===== config.mk =====
export PLATFORM = sky130hd
export DESIGN_NAME = tatzel_sar_ctrl_flat
export DESIGN_NICKNAME = d
export VERILOG_FILES = /design/src/rtl/tatzel_sar_ctrl_if.sv /design/src/rtl/tatzel_sar_ctrl.sv /design/src/flat_wrapper.sv
export SDC_FILE = /design/constraint.sdc
export NUM_CORES = 1
export LEC_CHECK = 0
export ABC_AREA = 1
export BUFFER_PORTS_ARGS = -buffer_cell sky130_fd_sc_hd__buf_2
export CAP_MARGIN = 10
export CORE_UTILIZATION = 59
export CTS_CLUSTER_DIAMETER = 60
export DETAILED_ROUTE_END_ITERATION = 10
export PLACE_DENSITY = 0.87
export SYNTH_ARGS = -nofsm -noshare
export SYNTH_HDL_FRONTEND = slang
export SYNTH_SLANG_ARGS = --single-unit

===== constraint.sdc =====
create_clock -name clk -period 2.3 [get_ports clk]
set_input_delay 0.575 -clock clk [delete_from_list [all_inputs] [get_ports clk]]
set_output_delay 0.575 -clock clk [all_outputs]
set_load 0.005 [all_outputs]

===== src/rtl/tatzel_sar_ctrl_if.sv =====
// Handshake and data bundle between the SAR controller and its tile/DAC/comparator surroundings.
interface tatzel_sar_ctrl_if #(
    parameter int WIDTH = 8
);
    logic             ena;
    logic             start;
    logic             cmp_in;
    logic [WIDTH-1:0] dac_code;
    logic             busy;
    logic             done;
    logic [WIDTH-1:0] result;
    logic             valid;

    modport master (
        output ena, start, cmp_in,
        input  dac_code, busy, done, result, valid
    );

    modport slave (
        input  ena, start, cmp_in,
        output dac_code, busy, done, result, valid
    );
endinterface


===== src/rtl/tatzel_sar_ctrl.sv =====
// Successive-approximation controller: binary search on the DAC code using a
// synchronised comparator, one bit per SETTLE+SYNC_STAGES+1 cycles.
module tatzel_sar_ctrl #(
    parameter int WIDTH       = 8,
    parameter int SETTLE      = 2,
    parameter int SYNC_STAGES = 2
) (
    input  logic              clk,
    input  logic              rst_n,
    tatzel_sar_ctrl_if.slave  sar
);
    localparam int L  = SETTLE + SYNC_STAGES;
    localparam int CW = $clog2(L) + 1;
    localparam int IW = $clog2(WIDTH);

    localparam logic [1:0] S_IDLE   = 2'd0;
    localparam logic [1:0] S_SETTLE = 2'd1;
    localparam logic [1:0] S_DECIDE = 2'd2;

    logic [1:0]             state_q, state_d;
    logic [WIDTH-1:0]       dac_q, dac_d;
    logic [WIDTH-1:0]       res_q, res_d;
    logic [IW-1:0]          i_q, i_d;
    logic [CW-1:0]          cnt_q, cnt_d;
    logic                   busy_q, busy_d;
    logic                   done_q, done_d;
    logic                   valid_q, valid_d;
    logic [SYNC_STAGES-1:0] sync_q;
    logic                   cmp_s;

    assign cmp_s = sync_q[SYNC_STAGES-1];

    always_comb begin
        state_d = state_q;
        dac_d   = dac_q;
        res_d   = res_q;
        i_d     = i_q;
        cnt_d   = cnt_q;
        busy_d  = busy_q;
        done_d  = 1'b0;
        valid_d = valid_q;
        // Tile disable wins over every state and suppresses the done pulse.
        if (!sar.ena) begin
            state_d = S_IDLE;
            busy_d  = 1'b0;
            dac_d   = '0;
        end else begin
            case (state_q)
                S_IDLE: begin
                    if (sar.start) begin
                        dac_d            = '0;
                        dac_d[WIDTH-1]   = 1'b1;
                        i_d              = IW'(WIDTH - 1);
                        cnt_d            = '0;
                        busy_d           = 1'b1;
                        state_d          = S_SETTLE;
                    end
                end
                S_SETTLE: begin
                    cnt_d = cnt_q + CW'(1);
                    if (cnt_q == CW'(L - 1)) state_d = S_DECIDE;
                end
                S_DECIDE: begin
                    if (!cmp_s) dac_d[i_q] = 1'b0;
                    if (i_q != '0) begin
                        dac_d[i_q - IW'(1)] = 1'b1;
                        i_d                 = i_q - IW'(1);
                        cnt_d               = '0;
                        state_d             = S_SETTLE;
                    end else begin
                        // Bit 0 is resolved in this same edge, so take it from dac_d.
                        res_d   = dac_d;
                        valid_d = 1'b1;
                        done_d  = 1'b1;
                        busy_d  = 1'b0;
                        dac_d   = '0;
                        state_d = S_IDLE;
                    end
                end
                default: state_d = S_IDLE;
            endcase
        end
    end

    always_ff @(posedge clk or negedge rst_n) begin
        if (!rst_n) begin
            state_q <= S_IDLE;
            dac_q   <= '0;
            res_q   <= '0;
            i_q     <= '0;
            cnt_q   <= '0;
            busy_q  <= 1'b0;
            done_q  <= 1'b0;
            valid_q <= 1'b0;
            sync_q  <= '0;
        end else begin
            state_q <= state_d;
            dac_q   <= dac_d;
            res_q   <= res_d;
            i_q     <= i_d;
            cnt_q   <= cnt_d;
            busy_q  <= busy_d;
            done_q  <= done_d;
            valid_q <= valid_d;
            sync_q  <= {sync_q[SYNC_STAGES-2:0], sar.cmp_in};
        end
    end

    assign sar.dac_code = dac_q;
    assign sar.busy     = busy_q;
    assign sar.done     = done_q;
    assign sar.result   = res_q;
    assign sar.valid    = valid_q;
endmodule


===== src/flat_wrapper.sv =====
// flat-port wrapper written by rule: the top's interface ports become plain ports
module tatzel_sar_ctrl_flat 
#(
    parameter int WIDTH       = 8,
    parameter int SETTLE      = 2,
    parameter int SYNC_STAGES = 2
)
  (clk, rst_n, sar_ena, sar_start, sar_cmp_in, sar_dac_code, sar_busy, sar_done, sar_result, sar_valid);
  tatzel_sar_ctrl_if #(.WIDTH(WIDTH)) sar_i ();
  input  logic clk;
  input  logic rst_n;
  input wire logic [$bits(sar_i.ena)-1:0] sar_ena;
  input wire logic [$bits(sar_i.start)-1:0] sar_start;
  input wire logic [$bits(sar_i.cmp_in)-1:0] sar_cmp_in;
  output wire logic [$bits(sar_i.dac_code)-1:0] sar_dac_code;
  output wire logic [$bits(sar_i.busy)-1:0] sar_busy;
  output wire logic [$bits(sar_i.done)-1:0] sar_done;
  output wire logic [$bits(sar_i.result)-1:0] sar_result;
  output wire logic [$bits(sar_i.valid)-1:0] sar_valid;
  assign sar_i.ena = sar_ena;
  assign sar_i.start = sar_start;
  assign sar_i.cmp_in = sar_cmp_in;
  assign sar_dac_code = sar_i.dac_code;
  assign sar_busy = sar_i.busy;
  assign sar_done = sar_i.done;
  assign sar_result = sar_i.result;
  assign sar_valid = sar_i.valid;
  tatzel_sar_ctrl #(.WIDTH(WIDTH), .SETTLE(SETTLE), .SYNC_STAGES(SYNC_STAGES)) u_core (.clk(clk), .rst_n(rst_n), .sar(sar_i));
endmodule

Word level (Yosys, flattened, before mapping)
Cells that the tools add are included.
{ "word_totals": {"in_bits": 5, "output_inout_bits": 19, "wordCells": 69, "ff_bits": 29} }
{ "classes": {"eq_ne": 9, "muxes": 29, "n_reduce_logical": 12, "bitwise": 4, "magnitude_cmp": 4, "addsub": 2} }
{ "op_table": {"columns": ["op", "count"], "rows": [
  ["two-way mux 8 bit", 6],
  ["one-hot mux 8 bit (2 select lines)", 1],
  ["two-way mux 3 bit", 4],
  ["two-way mux 1 bit", 9],
  ["one-hot mux 3 bit (3 select lines)", 1],
  ["AND 8 bit", 1],
  ["less-than comparator 3 x 4 -> 1 bit, second input constant", 2],
  ["NOT 8 bit", 1],
  ["OR 8 bit", 1],
  ["AND reduction 4 bit", 2],
  ["demux 1 bit (select 3 bit)", 2],
  [">= comparator 3 x 1 -> 1 bit, second input constant", 2],
  ["two-way mux 2 bit", 3],
  ["!= test 3 bit, second input constant", 2],
  ["one-hot mux 2 bit (3 select lines)", 1],
  ["one-hot mux 3 bit (2 select lines)", 1],
  ["AND reduction 3 bit", 2],
  ["nonzero test 3 bit", 2],
  ["AND reduction 2 bit", 2],
  ["adder 3 x 1 -> 3 bit, second input constant", 1],
  ["== test 3 x 2 -> 1 bit, second input constant", 1],
  ["!= test 3 x 1 -> 1 bit, second input constant", 1],
  ["!= test 3 x 2 -> 1 bit, second input constant", 1],
  ["subtractor 3 x 1 -> 3 bit, second input constant", 1],
  ["9 further kinds", 10]
]} }

Logic depth before layout (Yosys ltp)
{ "logic_depth": {"depth_word": 13, "mapped_depth": 9, "mapped_depth_nobuf": 9} }

Worst setup path before layout
No wires, ideal clock.
{ "synth_path": {"path_kind": "register to register", "from": "register u_core.i_q[0]", "to": "register u_core.res_q[0] (netlist: u_core.sar.result[0])", "stages_incl_launch_ff": 9, "setup_slack_ps": 856, "arrival_time_ps": 1326, "required_ps": 2182, "path_cell_list": "dfrtp_1 -> inv_2 -> ha_1 -> inv_1 -> nor2_1 -> nand3_4 -> buf_6 -> nand2_1 -> o21ai_2"} }
{ "synth_between": {"elab_chain_len": 9, "word_cells_on_any_way": 13, "classes_between": "2 x order compare; 5 x mux; 3 x bitwise; 3 x reduce/logical"} }
{ "synth_rtl": {"columns": ["element", "line", "rtl"], "rows": [
  ["from (decl)", "tatzel_sar_ctrl.sv:23", "logic [IW-1:0] i_q, i_d;"],
  ["from (signal assigned)", "tatzel_sar_ctrl.sv:100", "i_q <= i_d;"],
  ["less-than comparator 3 x 4 -> 1 bit (implied by the code) / >= comparator 3 x 1 -> 1 bit (equally long branches)", "tatzel_sar_ctrl.sv:64", "if (!cmp_s) dac_d[i_q] = 1'b0;"],
  ["logical AND 1 bit (implied by the code)", "tatzel_sar_ctrl.sv:64", null],
  ["two-way mux 1 bit (implied by the code)", "tatzel_sar_ctrl.sv:64", null],
  ["demux 1 bit (select 3 bit)", null, null],
  ["NOT 8 bit (no line)", null, null],
  ["AND 8 bit (no line)", null, null],
  ["two-way mux 8 bit", "tatzel_sar_ctrl.sv:64", null],
  ["two-way mux 8 bit", "tatzel_sar_ctrl.sv:48", "case (state_q)"],
  ["two-way mux 8 bit", "tatzel_sar_ctrl.sv:43", "if (!sar.ena) begin"],
  ["to (signal assigned)", "tatzel_sar_ctrl.sv:99", "res_q <= res_d;"],
  ["to (decl)", "tatzel_sar_ctrl.sv:22", "logic [WIDTH-1:0] res_q, res_d;"]
]} }
Several ways; a longest one is shown, not always the timed one. The select of a mux whose other input is x is not followed.
A chain may end at the register's enable or synchronous reset.

Worst setup path after layout
{ "layout_path": {"from": "register u_core.i_q[0]", "to": "register u_core.state_q[0]"} }
{ "layout_between": {"elab_chain_len": 4} }
{ "layout_rtl": {"columns": ["element", "line", "rtl"], "rows": [
  ["nonzero test 3 bit", "tatzel_sar_ctrl.sv:65", "if (i_q != '0) begin"],
  ["two-way mux 1 bit", "tatzel_sar_ctrl.sv:65", null],
  ["one-hot mux 2 bit (3 select lines)", "tatzel_sar_ctrl.sv:48", null],
  ["two-way mux 2 bit", "tatzel_sar_ctrl.sv:43", null],
  ["to (signal assigned)", "tatzel_sar_ctrl.sv:97", "state_q <= state_d;"],
  ["to (decl)", "tatzel_sar_ctrl.sv:20", "logic [1:0] state_q, state_d;"]
]} }
Every way passes these cells.

==> run summary <==
Fraction of synthesis flops using an asynchronous set or reset pin -> 1.00
Data arrival time of the critical path -> 1.82 ns
Launching point of the worst reg2reg path -> u_core.i_q[0]
Cells after DPL -> 228
Nets@finish -> 216
Final Hold Viols -> 0
Dominant combinational cell family by area after synthesis -> simple AND/OR/NAND/NOR gates
Synthesized instance count -> 179
Startpoint type of the worst setup path -> register
Pin count of the biggest net entering global routing -> 30
Fill cell total of the finished layout -> 185
Portion of the post-synthesis area used by sequential elements -> 0.513
Residual antenna-violating net count after detailed routing -> 0
Count of state elements after synthesis -> 29
I/O Buffers -> 23
Number of CTS-inserted buffers -> 5
Maximum root-to-sink buffer count -> 2
Start point of the critical path -> u_core.i_q[0]
Peak supply drop -> 0.000595 V
Synthesized area -> 1420 um^2
Worst slew pin tran -> 0.633 ns
Number of DRC markers after the initial detailed-route iteration -> 46
Slew HR -> 0.578
Initial DRT Pass Iterations -> 4
Area of all sequential standard cells -> 726 um^2
Final count of negative-setup-slack endpoints -> 0
RSZ-0062 raised after global routing -> false
Die Area -> 2600 um^2
Post-layout worst setup margin -> 0.666 ns
Class of the worst hold path -> input port to asynchronous set/reset pin
Result of the run -> finished, final reports clean
Post-synthesis xor/xnor area fraction -> 0
TritonCTS clock tree -> yes
Number of enable-type register cells in the synthesized netlist -> 0
Wire length per cell -> 12.0 um
Final Critical Period -> 1.63 ns
Max Slew Vio Count -> 0
Clock root cell -> clkbuf_4
Area share of the largest cell type after synthesis -> 0.513
Avg Synthesized Cell Area -> 7.91 um^2
Power density over cell area -> 913 nW/um^2
Cells taking the most area after synthesis -> dfrtp_1 51%, nand2_1 21%, inv_1 4.0%
Wirelength, routed -> 2830 um
Std-Cell Core Area -> 2230 um^2
Setup bufs post-CTS -> 0
P_leak -> 0.932 nW
Height of the chip -> 51.0 um
Final std cells w/o fill -> 236
Adder-cell share of the synthesized area -> 0.0354
Post-route DRC -> 0
Clock tree sinks -> 29
Antenna diodes -> 0
Post-placement worst setup slack -> 0.736 ns
I/O pin total -> 24
Crit Path Max Fanout -> 8
Via count of the first global-routing pass -> 1145
CTS-repair resized insts -> 0
Basic-gate share of the synthesized area counting and, or, nand and nor cells -> 0.336
Overall via count from detail_route -> 1268
Final RePlAce weighted congestion -> 0.974
Highest clock frequency the design can meet -> 612 MHz
Most instantiated cells after synthesis -> 81 x nand2_1, 29 x dfrtp_1, 15 x inv_1, 10 x nand3_1, 10 x nor2_1
Net count of the mapped netlist -> 188
Clock slew seen by the registers of the worst setup and hold paths -> 0.09 ns
Crit Path Class -> register to register
Count of max-cap constraint violations -> 0
Signed area change from the synthesized netlist to the final layout -> 12.9%
GR Util All Layers -> 0.270
Count of standard-cell rows -> 17
Proportion of synthesized area in mux cells -> 0
Critical path required time -> 2.49 ns
Multi-input logic area -> 603 um^2
Half-perimeter wire length after placement -> 2060 um
Most repeated cell in the gate-level netlist after synthesis -> nand2_1
Grt ovf -> 0
H-tree Lvls -> 2
Compound-gate portion of the synthesized area -> 0.0548
Count of synthesis-stage warnings from yosys -> 0
Top_reg_cell synth -> dfrtp_1
Post-synth top area cell -> dfrtp_1
Number of antenna violations at the first check in global routing -> 0
Setup TNS -> 0 ns
Largest clock skew in the final design -> 0.00362 ns
Post-route clock period utilization -> 0.710
Wire length of the first global-routing pass -> 5000 um
Clock latency on the worst-skew pair -> 0.32 ns
Hold_buf cts -> 0
Starting Density -> 0.634
Share of post-route cells with drive strength above 1 -> 0.192
Die extent in x -> 51.0 um
Setup crit end kind -> register
DR vias/cell -> 5.37
Library cells used by synthesis -> 19
routing by layer:
layer  track usage  vias to the layer above  wire, um
met5             0                        -         0
li1              -                      627         -
met4         0.125                        0        68
met2         0.423                       49      1280
met1         0.355                      583      1300
met3        0.0625                        9       182
cell usage in the layout (no fill, tap or decap):
master	instances
or2_2	2
nand4_1	5
clkinv_2	2
nor2_4	1
buf_2	23
nand3_4	1
ha_1	4
o21ai_1	7
nand2_1	81
a21oi_1	1
o21ai_2	2
clkbuf_1	1
nand3_1	10
inv_1	15
nor3_1	1
nor2_1	10
inv_2	3
clkbuf_4	5
o21ai_0	4
nor2_2	1
dfrtp_1	29
logic make-up after synthesis:
| group | Yosys count |
|---|---|
| AND/OR/NAND/NOR | 112 |
| adder cells (fa/ha/maj) | 4 |
| flip-flops | 29 |
| buffers and inverters | 20 |
| AO/OA/AOI/OAI | 14 |
sequential cells by signal (all words and copies together), names as in the netlist:
signal and cells:
u_core.sar.done 1, u_core.i_q 3, u_core.sar.busy 1, u_core.sar.result 8, u_core.state_q 2, u_core.cnt_q 3
u_core.sar.valid 1, u_core.sar.dac_code 8, u_core.sync_q 2
stage by stage:
| step | utilization | power [mW] | hold WS (ns) | instance area, um^2 |
|---|---|---|---|---|
| 2_1_floorplan | - | 1.04 | 0.279 | 1420 |
| 3_3_place_gp | 0.692 | 1.14 | 0.336 | 1550 |
| 3_5_place_dp | 0.692 | 1.17 | 0.340 | 1550 |
| 4_1_cts | 0.715 | 1.46 | 0.278 | 1600 |
| 5_1_grt | 0.715 | 1.58 | 0.316 | 1600 |
| 6_report | 0.715 | 1.46 | 0.261 | 1600 |
worst paths after layout:
path	endpoint	slack, ns	cells after the start
worst min-delay path	u_core.sar.result[7]	0.26	1
max in group asynchronous	u_core.state_q[1]	1.63	1
worst min register to register	u_core.sync_q[1]	0.36	0
min in group clk	u_core.sync_q[0]	0.35	1
worst max-delay path	u_core.state_q[0]	0.67	7
worst max register to register	u_core.state_q[0]	0.67	7
area by class of cell:
type | instances | share of cell area
clock buffers | 6 | 0.0258
clock inverters | 2 | 0.00626
flip-flops and latches | 29 | 0.454
well taps | 28 | 0.0219
repair buffers | 23 | 0.0720
multi-input cells | 130 | 0.377
inverters | 18 | 0.0423
where the power goes:
part | leakage, nW | total, mW | internal (mW) | switching (mW)
clock | 0.0320 | 0.288 | 0.116 | 0.172
sequential | 0.387 | 0.661 | 0.576 | 0.0849
combinational | 0.514 | 0.510 | 0.167 | 0.343
critical path, stage by stage, from the launching register on:
cell,delay (ns)
dfrtp_1,0.46
inv_2,0.16
ha_1,0.18
inv_1,0.04
nor2_1,0.19
nand2_1,0.09
nand3_1,0.21
o21ai_0,0.15
Power figures use the tool's default switching activity.
